$ cat config.mk
export PLATFORM = sky130hd
export DESIGN_NAME = temp_sample_sched
export DESIGN_NICKNAME = d
export VERILOG_FILES = /design/src/rtl/temp_pkg.sv /design/src/rtl/sched_timer.sv /design/src/rtl/temp_sample_sched.sv
export SDC_FILE = /design/constraint.sdc
export NUM_CORES = 1
export LEC_CHECK = 0
export ABC_AREA = 1
export CORE_UTILIZATION = 52
export DETAILED_ROUTE_END_ITERATION = 7
export HOLD_SLACK_MARGIN = 0.02
export PLACE_DENSITY = 0.8
export SYNTH_ARGS = -nofsm -noshare
export SYNTH_HDL_FRONTEND = slang
export SYNTH_SLANG_ARGS = --single-unit
$ cat constraint.sdc
create_clock -name clk -period 2.4 [get_ports clk]
set_input_delay 0.36 -clock clk [delete_from_list [all_inputs] [get_ports clk]]
set_output_delay 0.36 -clock clk [all_outputs]
set_load 0.005 [all_outputs]
$ cat src/rtl/temp_pkg.sv
// Shared definitions for the temperature sample scheduler: FSM state
// encoding, result data width, default timing constants and a helper that
// sizes terminal-count counters.
package temp_pkg;

  localparam int unsigned DATA_W      = 24;
  localparam int unsigned PERIOD_DEF  = 50_000_000;
  localparam int unsigned TIMEOUT_DEF = 100_000_000;

  typedef enum logic [2:0] {
    IDLE      = 3'd0,
    START     = 3'd1,
    WAIT_DONE = 3'd2,
    SEND      = 3'd3,
    WAIT_CONV = 3'd4,
    WAIT_PER  = 3'd5
  } state_e;

  // Counter width able to hold 0 .. limit-1 (at least one bit).
  function automatic int unsigned tmr_w(input int unsigned limit);
    if (limit > 32'd1) begin
      return $clog2(limit);
    end else begin
      return 32'd1;
    end
  endfunction

endpackage

$ cat src/rtl/sched_timer.sv
// Clearable up-counter that saturates at LIMIT-1 and flags the terminal
// count. Saturation lets the owner test "already reached" at any later time.
module sched_timer
  import temp_pkg::*;
#(
  parameter int unsigned LIMIT = PERIOD_DEF
) (
  input  logic clk,
  input  logic rst,
  input  logic clr_i,
  input  logic en_i,
  output logic tc_o
);

  localparam int unsigned   W      = tmr_w(LIMIT);
  localparam logic [W-1:0]  TC_VAL = W'(LIMIT - 32'd1);

  logic [W-1:0] cnt_q;
  logic [W-1:0] cnt_d;

  // Next count: clear has priority, otherwise count up until terminal value.
  always_comb begin
    cnt_d = cnt_q;
    if (clr_i) begin
      cnt_d = '0;
    end else if (en_i && (cnt_q != TC_VAL)) begin
      cnt_d = cnt_q + W'(1'b1);
    end else begin
      cnt_d = cnt_q;
    end
  end

  // Count register.
  always_ff @(posedge clk or posedge rst) begin
    if (rst) begin
      cnt_q <= '0;
    end else begin
      cnt_q <= cnt_d;
    end
  end

  assign tc_o = (cnt_q == TC_VAL);

endmodule

$ cat src/rtl/temp_sample_sched.sv
// Periodic temperature sample scheduler: starts the sensor driver every
// PERIOD cycles (or on trig), forwards the result to the BCD converter and
// counts completed samples.
// Optional feature macro: SAMPLE_TIMEOUT_EN -- abandons a sample whose
// sensor result does not arrive within TIMEOUT cycles and raises sticky err.
module temp_sample_sched
  import temp_pkg::*;
#(
  parameter int unsigned PERIOD  = PERIOD_DEF,
  parameter int unsigned TIMEOUT = TIMEOUT_DEF,
  parameter int unsigned CNT_W   = 16
) (
  input  logic              clk,
  input  logic              rst,
  input  logic              en,
  input  logic              trig,
  output logic              sens_start,
  input  logic              sens_done,
  input  logic              sens_sign,
  input  logic [DATA_W-1:0] sens_data,
  output logic              conv_sign,
  output logic [DATA_W-1:0] conv_din,
  output logic              conv_vld,
  input  logic              conv_dout_vld,
  output logic              busy,
  output logic              err,
  output logic [CNT_W-1:0]  sample_cnt
);

  state_e              state_q, state_d;
  logic                pend_q, pend_d;
  logic                conv_sign_q, conv_sign_d;
  logic [DATA_W-1:0]   conv_din_q, conv_din_d;
  logic [CNT_W-1:0]    cnt_q, cnt_d;
  logic                start_q, start_d;
  logic                vld_q, vld_d;
  logic                busy_q, busy_d;
  logic                per_tc_s;
  logic                per_clr_s;
  logic                per_run_s;
  logic                tmo_tc_s;

  // Period counter restarts with every START so starts are PERIOD apart.
  assign per_clr_s = (state_d == START);
  assign per_run_s = (state_q != IDLE);

  sched_timer #(.LIMIT(PERIOD)) u_per_tmr (
    .clk   (clk),
    .rst   (rst),
    .clr_i (per_clr_s),
    .en_i  (per_run_s),
    .tc_o  (per_tc_s)
  );

`ifdef SAMPLE_TIMEOUT_EN
  logic err_q, err_d;
  logic tmo_clr_s;

  // Timeout window covers only the cycles spent waiting for the sensor.
  assign tmo_clr_s = (state_q != WAIT_DONE);

  sched_timer #(.LIMIT(TIMEOUT)) u_tmo_tmr (
    .clk   (clk),
    .rst   (rst),
    .clr_i (tmo_clr_s),
    .en_i  (1'b1),
    .tc_o  (tmo_tc_s)
  );

  // Sticky error: set when the sensor wait expires without a result.
  always_comb begin
    err_d = err_q;
    if ((state_q == WAIT_DONE) && !sens_done && tmo_tc_s) begin
      err_d = 1'b1;
    end else begin
      err_d = err_q;
    end
  end

  // Error flag register.
  always_ff @(posedge clk or posedge rst) begin
    if (rst) begin
      err_q <= 1'b0;
    end else begin
      err_q <= err_d;
    end
  end

  assign err = err_q;
`else
  assign tmo_tc_s = 1'b0;
  assign err      = 1'b0;
`endif

  // Next-state logic and next values of the state-derived output pulses.
  always_comb begin
    state_d = state_q;
    case (state_q)
      IDLE: begin
        if (en) state_d = START;
        else    state_d = IDLE;
      end
      START: state_d = WAIT_DONE;
      WAIT_DONE: begin
        if (sens_done)     state_d = SEND;
        else if (tmo_tc_s) state_d = WAIT_PER;
        else               state_d = WAIT_DONE;
      end
      SEND: state_d = WAIT_CONV;
      WAIT_CONV: begin
        if (conv_dout_vld) state_d = WAIT_PER;
        else               state_d = WAIT_CONV;
      end
      WAIT_PER: begin
        if (!en)                 state_d = IDLE;
        else if (trig || pend_q) state_d = START;
        else if (per_tc_s)       state_d = START;
        else                     state_d = WAIT_PER;
      end
      default: state_d = IDLE;
    endcase
    start_d = (state_d == START);
    vld_d   = (state_d == SEND);
    busy_d  = (state_d == START) || (state_d == WAIT_DONE) ||
              (state_d == SEND)  || (state_d == WAIT_CONV);
  end

  // Datapath: pending trigger, result capture and sample counter.
  always_comb begin
    pend_d      = pend_q;
    conv_sign_d = conv_sign_q;
    conv_din_d  = conv_din_q;
    cnt_d       = cnt_q;
    case (state_q)
      IDLE:  pend_d = 1'b0;
      START: pend_d = trig;
      WAIT_DONE: begin
        pend_d = pend_q | trig;
        if (sens_done) begin
          conv_sign_d = sens_sign;
          conv_din_d  = sens_data;
        end else begin
          conv_sign_d = conv_sign_q;
          conv_din_d  = conv_din_q;
        end
      end
      SEND: pend_d = pend_q | trig;
      WAIT_CONV: begin
        pend_d = pend_q | trig;
        if (conv_dout_vld) cnt_d = cnt_q + CNT_W'(1'b1);
        else               cnt_d = cnt_q;
      end
      WAIT_PER: begin
        if (state_d == START) pend_d = 1'b0;
        else                  pend_d = pend_q;
      end
      default: pend_d = 1'b0;
    endcase
  end

  // State, datapath and output registers.
  always_ff @(posedge clk or posedge rst) begin
    if (rst) begin
      state_q     <= IDLE;
      pend_q      <= 1'b0;
      conv_sign_q <= 1'b0;
      conv_din_q  <= '0;
      cnt_q       <= '0;
      start_q     <= 1'b0;
      vld_q       <= 1'b0;
      busy_q      <= 1'b0;
    end else begin
      state_q     <= state_d;
      pend_q      <= pend_d;
      conv_sign_q <= conv_sign_d;
      conv_din_q  <= conv_din_d;
      cnt_q       <= cnt_d;
      start_q     <= start_d;
      vld_q       <= vld_d;
      busy_q      <= busy_d;
    end
  end

  assign sens_start = start_q;
  assign conv_vld   = vld_q;
  assign busy       = busy_q;
  assign conv_sign  = conv_sign_q;
  assign conv_din   = conv_din_q;
  assign sample_cnt = cnt_q;

endmodule

# --- Yosys cells after proc, flatten, opt, wreduce, memory -nomap -nowiden ---
# Index checks and enable logic that the tools add are counted.
word_totals:
  ram_bits: 0
  latchBits: 0
  regBits: 74
  memories: 0
  out_inout_bits: 45
  rom_bits: 0
classes:
  n_div: 0
  order_cmp: 0
  n_mul: 0
  muxes: 11
  n_eq_ne: 12
  shift: 0
  add_sub_neg: 2
  n_reduce_logical: 11
  bitwise: 1
op_table:
  columns: ["cell", "count"]
  rows:
  - ["$mux W26", 2]
  - ["$add A26 B1 Y26 const B", 1]
  - ["$eq A26 B26 Y1 const B", 1]
  - ["$ne A26 B26 Y1 const B", 1]
  - ["$pmux W3 S6", 1]
  - ["$add A16 B1 Y16 const B", 1]
  - ["$eq A3 B2 Y1 const B", 4]
  - ["$eq A3 B3 Y1 const B", 3]
  - ["$mux W3", 3]
  - ["$eq A3 B1 Y1 const B", 2]
  - ["$logic_or A1 B1 Y1", 4]
  - ["$mux W1", 4]
  - ["$reduce_and A2 Y1", 2]
  - ["$logic_not A3 Y1", 1]
  - ["$pmux W1 S3", 1]
  - ["$reduce_bool A3 Y1", 1]
  - ["$reduce_or A3 Y1", 1]
  - ["$ne A2 B2 Y1 const B", 1]
  - ["$reduce_bool A2 Y1", 1]
  - ["$logic_and A1 B1 Y1", 1]
  - ["$or A1 B1 Y1", 1]

# --- Longest topological paths before layout ---
depth:
  word_depth: 9
  ltp_mapped: 12
  depth_no_buf: 12

# --- By module ---
# Synthesis repeated with hierarchy kept, for this count alone.
hier_totals:
  cells_unflattened: 567
  area_unflattened_um2: 4072.7
modules_own_cells:
  columns: ["module", "seq_area_each_um2", "area_per_inst_um2", "n_inst", "cells_per_inst"]
  rows:
  - ["temp_sample_sched", 1201.2, 2260.9, 1, 281]
  - ["sched_timer", 650.6, 1811.7, 1, 286]

# --- Worst setup path before layout ---
# OpenSTA, ideal clock, no wires.
synth_path:
  kind: "flip-flop to flip-flop"
  from: "register u_per_tmr.cnt_q[0]"
  to: "register pend_q"
  period_less_slack_ns: 1.730
  stages_incl_launch_ff: 13
  slack_ns: 0.670
  arrival_time_ns: 1.609
  cell_sequence: "dfrtp_1 -> ha_1 -> nand3_1 -> inv_2 -> nand2_2 -> nor2_4 -> nand2_4 -> nand2_2 -> nand3_2 -> buf_6 -> buf_6 -> nand3_1 -> nand2_1"
synth_via:
  elab_chain_cells: 7
synth_lines:
  columns: ["element", "line_no", "source"]
  rows:
  - ["from (decl)", "sched_timer.sv:18", "logic [W-1:0] cnt_q;"]
  - ["from (signal assigned)", "sched_timer.sv:38", "cnt_q <= cnt_d;"]
  - ["$eq A26 B26 Y1", "sched_timer.sv:42", "assign tc_o = (cnt_q == TC_VAL);"]
  - ["$mux W3", "temp_sample_sched.sv:117", "else if (per_tc_s) state_d = START;"]
  - ["$mux W3", "temp_sample_sched.sv:116", "else if (trig || pend_q) state_d = START;"]
  - ["$mux W3", "temp_sample_sched.sv:115", "if (!en) state_d = IDLE;"]
  - ["$pmux W3 S6", "temp_sample_sched.sv:98", "case (state_q)"]
  - ["$eq A3 B1 Y1", "temp_sample_sched.sv:154", "if (state_d == START) pend_d = 1'b0;"]
  - ["$ne A2 B2 Y1 (no source line)", null, null]
  - ["to (signal assigned)", "temp_sample_sched.sv:174", "pend_q <= pend_d;"]
  - ["to (decl)", "temp_sample_sched.sv:31", "logic pend_q, pend_d;"]
# No other way between the ends.
# A chain may end at the register's enable or synchronous reset.

# --- Worst setup path in the final report ---
layout_path:
  from: "register u_per_tmr.cnt_q[1]"
  to: "register u_per_tmr.cnt_q[3]"
layout_via:
  elab_chain_cells: 7
layout_lines:
  columns: ["element", "line_no", "source"]
  rows:
  - ["$eq A26 B26 Y1 (*)", "sched_timer.sv:42", null]
  - ["$mux W3 (*)", "temp_sample_sched.sv:117", null]
  - ["$mux W3 (*)", "temp_sample_sched.sv:116", null]
  - ["$mux W3 (*)", "temp_sample_sched.sv:115", null]
  - ["$pmux W3 S6 (*)", "temp_sample_sched.sv:98", null]
  - ["$eq A3 B1 Y1 (*)", "temp_sample_sched.sv:44", "assign per_clr_s = (state_d == START);"]
  - ["named net per_clr_s", "temp_sample_sched.sv:39", "logic per_clr_s;"]
  - ["$mux W26 / $reduce_bool A2 Y1 (equally long branches)", null, null]
# Mark *: on every way through the listed nets, which the timed path passes. The rest lies on a longest branch. The select of a mux whose other input is x is not followed.

==> results.json <==
{
  "outcome": "finished, final reports clean",
  "cp-start-kind": "register",
  "final_max_slew_viol_count": 0,
  "netlist-cell-type-count": 27,
  "clk-insertion-delay-late_ps": 350,
  "critPathMaxFanout": 38,
  "grt_overflow": 0,
  "setup_viol": 0,
  "period_needed_ps": 2050,
  "grt_max_degree": 61,
  "ctsHoldBuffers": 0,
  "die_y_um": 89.5,
  "antenna_found_initial": 0,
  "drv_cap": 0,
  "die_w_um": 89.5,
  "yosysSeqAreaShare": 0.466,
  "grt_pass1_wl_um": 15800,
  "synth_top_area_frac": 0.466,
  "cts_buffers": 9,
  "grt_pass1_vias": 3655,
  "syn_to_final_growth_pct": 27.3,
  "ys_ff_latch": 74,
  "clk_pin_slew_ps": 80,
  "grtUsageMet3": 0.0674,
  "cts_max_level": 3,
  "routed_wirelength_um": 9250,
  "cts_tree": "done",
  "synthTopCellsByArea": "dfrtp_1, nand2_1, nand3_1",
  "synth_top_cell_by_area": "dfrtp_1",
  "postCtsSetupBuffers": 0,
  "final_hold_viol_count": 0,
  "n_antenna_cell": 0,
  "nNetsFinal": 664,
  "top_usage_layer": "met2",
  "p_per_area_nw_per_um2": 916,
  "rsz0062_at_grt": "false",
  "cts_root_buffer": "clkbuf_8",
  "initial_core_util": 0.543,
  "avgSynthCellArea_um2": 7.19,
  "setup_ws_ps": 349,
  "dpl.hpwl_um": 6720,
  "end_kind": "register",
  "place_congestion": 0.965,
  "met1_usage": 0.320,
  "syn_area_um2": 3980,
  "viasPerCell": 5.03,
  "drt-initial-drc-count": 174,
  "synth.net_count": 586,
  "num_rows": 31,
  "setup-tns-final_ps": 0,
  "ir_drop_v": 0.000617,
  "max_freq_ghz": 0.487,
  "firstDrtPassIters": 4,
  "grt_util_met2": 0.440,
  "layout-drive-gt1-share": 0.0646,
  "cts.sinks": 74,
  "grtUsageTotal": 0.259,
  "fillers": 579,
  "drc": 0,
  "synth_warnings": 0,
  "io-pin-count": 76,
  "postSynthCellCount": 553,
  "core_area_um2": 7330,
  "wl_per_cell_um": 12.6,
  "portBuffers": 74,
  "critPathRequiredTime_ps": 2640,
  "cts_buffer_depth": 2,
  "die_area_um2": 8000,
  "critical_path_class": "register to register",
  "arrival_ps": 2290,
  "p_leak_nw": 2.56,
  "post-route-period-util": 0.855,
  "antenna_left": 0,
  "skew_ps": 9.83,
  "vias": 3692,
  "place_ws_ps": 317,
  "hold_class": "primary input to asynchronous set/reset pin",
  "ctsResizeCount": 0
}
==> layout by cell type, fill, tap and decap left out, types with 4 or more instances in the layout <==
cell type	synthesis	routed
buf_4	1	6
clkbuf_8	0	10
clkdlybuf4s50_1	0	74
dfrtp_1	74	74
inv_1	49	48
inv_2	8	9
nand2_1	218	218
nand3_1	64	64
nand4_1	10	10
nor2_1	69	69
nor3_1	4	4
o21ai_0	5	5
xnor2_1	5	5
xor2_1	16	16
==> cells in the mapped netlist <==
cell        n
nand2_1   218
dfrtp_1    74
nor2_1     69
nand3_1    64
inv_1      49
xor2_1     16
nand4_1    10
inv_2       8
buf_2       5
o21ai_0     5
xnor2_1     5
clkbuf_1    4
nor3_1      4
buf_6       3
ha_1        2
nand2_2     2
nand2_4     2
nand3_2     2
nand3b_1    2
nor2_2      2
a21oi_1     1
buf_1       1
buf_4       1
clkinv_1    1
conb_1      1
nor2_4      1
or2_2       1
==> state kept, by name, indices dropped and copies added (netlist names) <==
signal / count
pend_q: 1
u_per_tmr.cnt_q: 26
state_q: 3
sens_start: 1
conv_sign: 1
busy: 1
conv_din: 24
conv_vld: 1
sample_cnt: 16
==> layer usage <==
layer / part of all wire / up-vias
met5: 0 / -
met4: 0.014 / 0
met3: 0.053 / 13
met2: 0.48 / 90
met1: 0.45 / 1728
li1: - / 1861
==> metrics by stage <==
stage                     hold slack [ps]  power, mW  utilization  instances  instance area [um2]
final                                 293       4.64        0.691        734                 5060
after floorplan                       461       2.68            -        553                 3980
after global routing                  325       4.95        0.691        734                 5060
after detailed placement              468       3.48        0.658        719                 4820
after global placement                462       3.43        0.658        719                 4820
after CTS                             293       4.66        0.691        734                 5060
==> kinds of logic (layout without fill, tap and decap cells) <==
family                     after synthesis  after routing  share of synthesized area
buffers and inverters                   72            154                     0.0761
adders and majority gates                2              2                    0.00629
DFF                                     74             74                      0.466
xor gates and xnor gates                21             21                     0.0462
AOI/OAI and AO/OA                        6              6                    0.00755
other                                    1              1                   0.000943
and+or+nand+nor                        377            377                      0.397
==> cell type report <==
type                    instances  area (um2)  share of cell area
clock buffers                  10         138              0.0272
clock inverters                 5         103              0.0203
inverters                      58         218              0.0430
multi-input cells             407        1820               0.360
flip-flops and latches         74        1850               0.366
well taps                      99         124              0.0245
repair buffers                 81         806               0.159
==> path summary, 6_finish.rpt <==
kind / start / end / slack (ps) / cells past startpoint
max in group asynchronous: rst / u_per_tmr.cnt_q[22] / 1470 / 3
max: u_per_tmr.cnt_q[1] / u_per_tmr.cnt_q[3] / 350 / 11
min in group clk: conv_din[19] / conv_din[19] / 480 / 2
max reg2reg: u_per_tmr.cnt_q[1] / u_per_tmr.cnt_q[3] / 350 / 11
min reg2reg: conv_din[19] / conv_din[19] / 480 / 2
min: rst / u_per_tmr.cnt_q[12] / 290 / 2
==> worst max-delay path: stages, from the launching register on <==
cell and delay [ps]:
dfrtp_1 390, ha_1 270, nand3_1 140, inv_2 150
nand2_2 80, nor2_4 100, nand2_4 140, nand2_2 120
nand3_2 60, buf_4 250, inv_2 150, nor2_1 60
==> where the power goes <==
part / internal, mW / switching (mW)
sequential: 1.57 / 0.247
combinational: 0.792 / 0.867
clock: 0.711 / 0.456
Note: power is estimated with default switching activity, not from simulation.
==> edit, RTL diff (same settings) <==
Build with the macro `SAMPLE_TIMEOUT_EN` defined.
--- a/src/rtl/temp_sample_sched.sv
+++ b/src/rtl/temp_sample_sched.sv
@@ -5,2 +5,4 @@
 // sensor result does not arrive within TIMEOUT cycles and raises sticky err.
+`define SAMPLE_TIMEOUT_EN
+
 module temp_sample_sched
Function: no difference found for any inputs over 10 cycles, from zero or initial values and one cycle with rst high; that may be too few to reach the edited logic, so the function may still have changed.
==> edit against the original RTL <==
  * Largest cell class unchanged
  * Clock power fell by 9%
  * Sequential cell count rose by 28
  * Setup slack got worse by 0.062 ns
  * Highest routed layer unchanged
  * Sequential share of layout area rose by 3.8 points
  * Largest power group unchanged
  * Count of clock-buffer cells in the layout rose by 1
  * Routed wire length rose by 30%
  * Area after synthesis rose by 31%
  * Final area rose by 25%
  * Power rose by 7.8%
  * Critical path type unchanged
  * Critical path depth rose by 1
==> edit: results (changes against the original RTL) <==
[timing]
holdWs_ns=0.3561  ; +0.06269 ns
setup_slack_ns=0.2864  ; -0.06227 ns
skew_ns=0.01427  ; +0.004432 ns

[clock_network]
clkTransAtPathRegs_ns=0.10  ; +0.02 ns

[drt]
post_drt_wl_per_cell_um=13.57  ; +7.7%
wl_met3_um=830  ; +69%
drtIter0Drc=289  ; +66%
drt_first_pass_iters=5  ; +1
routed-wl-met2_um=5597  ; +26%
totalWireLength_um=11980  ; +30%

[global_route]
grtUsageMet3_pct=6.635  ; -0.11 points
grtUsageMet2_pct=40.02  ; -4.0 points
grt_start_max_net_pins=46  ; -25%
grt_util_met1_pct=30.75  ; -1.3 points

[critical_path]
arrival_ns=2.37  ; +0.08 ns
path_max_fanout=9  ; -76%
endpoint=u_per_tmr.cnt_q[6]$_DFFE_PP0P_
r2r-start=u_per_tmr.cnt_q[0]$_DFFE_PP0P_
worstRegToRegCells=12  ; +1

[synthesis]
yosysUniqueCellTypes=37  ; +37%
yosysSeqAreaShare_pct=49.17  ; +2.6 points
synthTopCellsByCount=nand2_1 (193), dfrtp_1 (102), nor2_1 (96)
avgSynthCellArea_um2=7.842  ; +9.0%
synth_top_cells_by_area=dfrtp_1 (49%), nand2_1 (14%), nor2_1 (6.9%)
synth_nets=696  ; +19%

[placed_design]
gp_congestion=0.9465  ; -1.9%
dp_cells=867  ; +21%
pre_cts_ws_ns=0.2691  ; -0.04765 ns

[power_and_ir_drop]
irDropWorstVdd_mv=0.5906  ; -4.4%
pwr-share-seq_pct=45.2  ; +6.1 points
intPower_w=0.003293  ; +7.3%
leakage_nw=2.950  ; +15%

[cells_and_area]
largest_reg_flops=27  ; +3.8%
fin_nets=779  ; +17%
postLayoutCellArea_mm2=0.006322  ; +25%

[status]
status=finished clean

-- edit: kinds of logic (layout without fill, tap and decap cells) --
group | Yosys count | count (layout) | share of synthesized area [%]
and+or+nand+nor | 399 | 399 | 33.50
buffers and inverters | 83 | 171 | 6.411
xor gates and xnor gates | 35 | 35 | 5.905
adders and majority gates | 3 | 3 | 0.7231
AOI/OAI and AO/OA | 40 | 40 | 4.290
DFF | 102 | 102 | 49.17
-- edit: cell type report --
class | count | area [µm²]
sequential | 102 | 2552
clock buffer | 11 | 131.4
fill | 839 | 3407
clock inverter | 5 | 58.81
timing repair buffer | 81 | 820.8
multi-input combinational | 477 | 2306
tap | 133 | 166.4
inverter | 74 | 286.5
-- edit: worst max-delay path: stages, from the launching register on --
cell and delay [ns]:
dfrtp_1 0.43, ha_1 0.23, nand3_1 0.10, inv_1 0.08, nand2_1 0.06, nor2_1 0.04
nand2_1 0.15, nand2_1 0.26, buf_4 0.24, nor2_1 0.16, nand3_1 0.10, o21ai_0 0.10
nor2_1 0.07
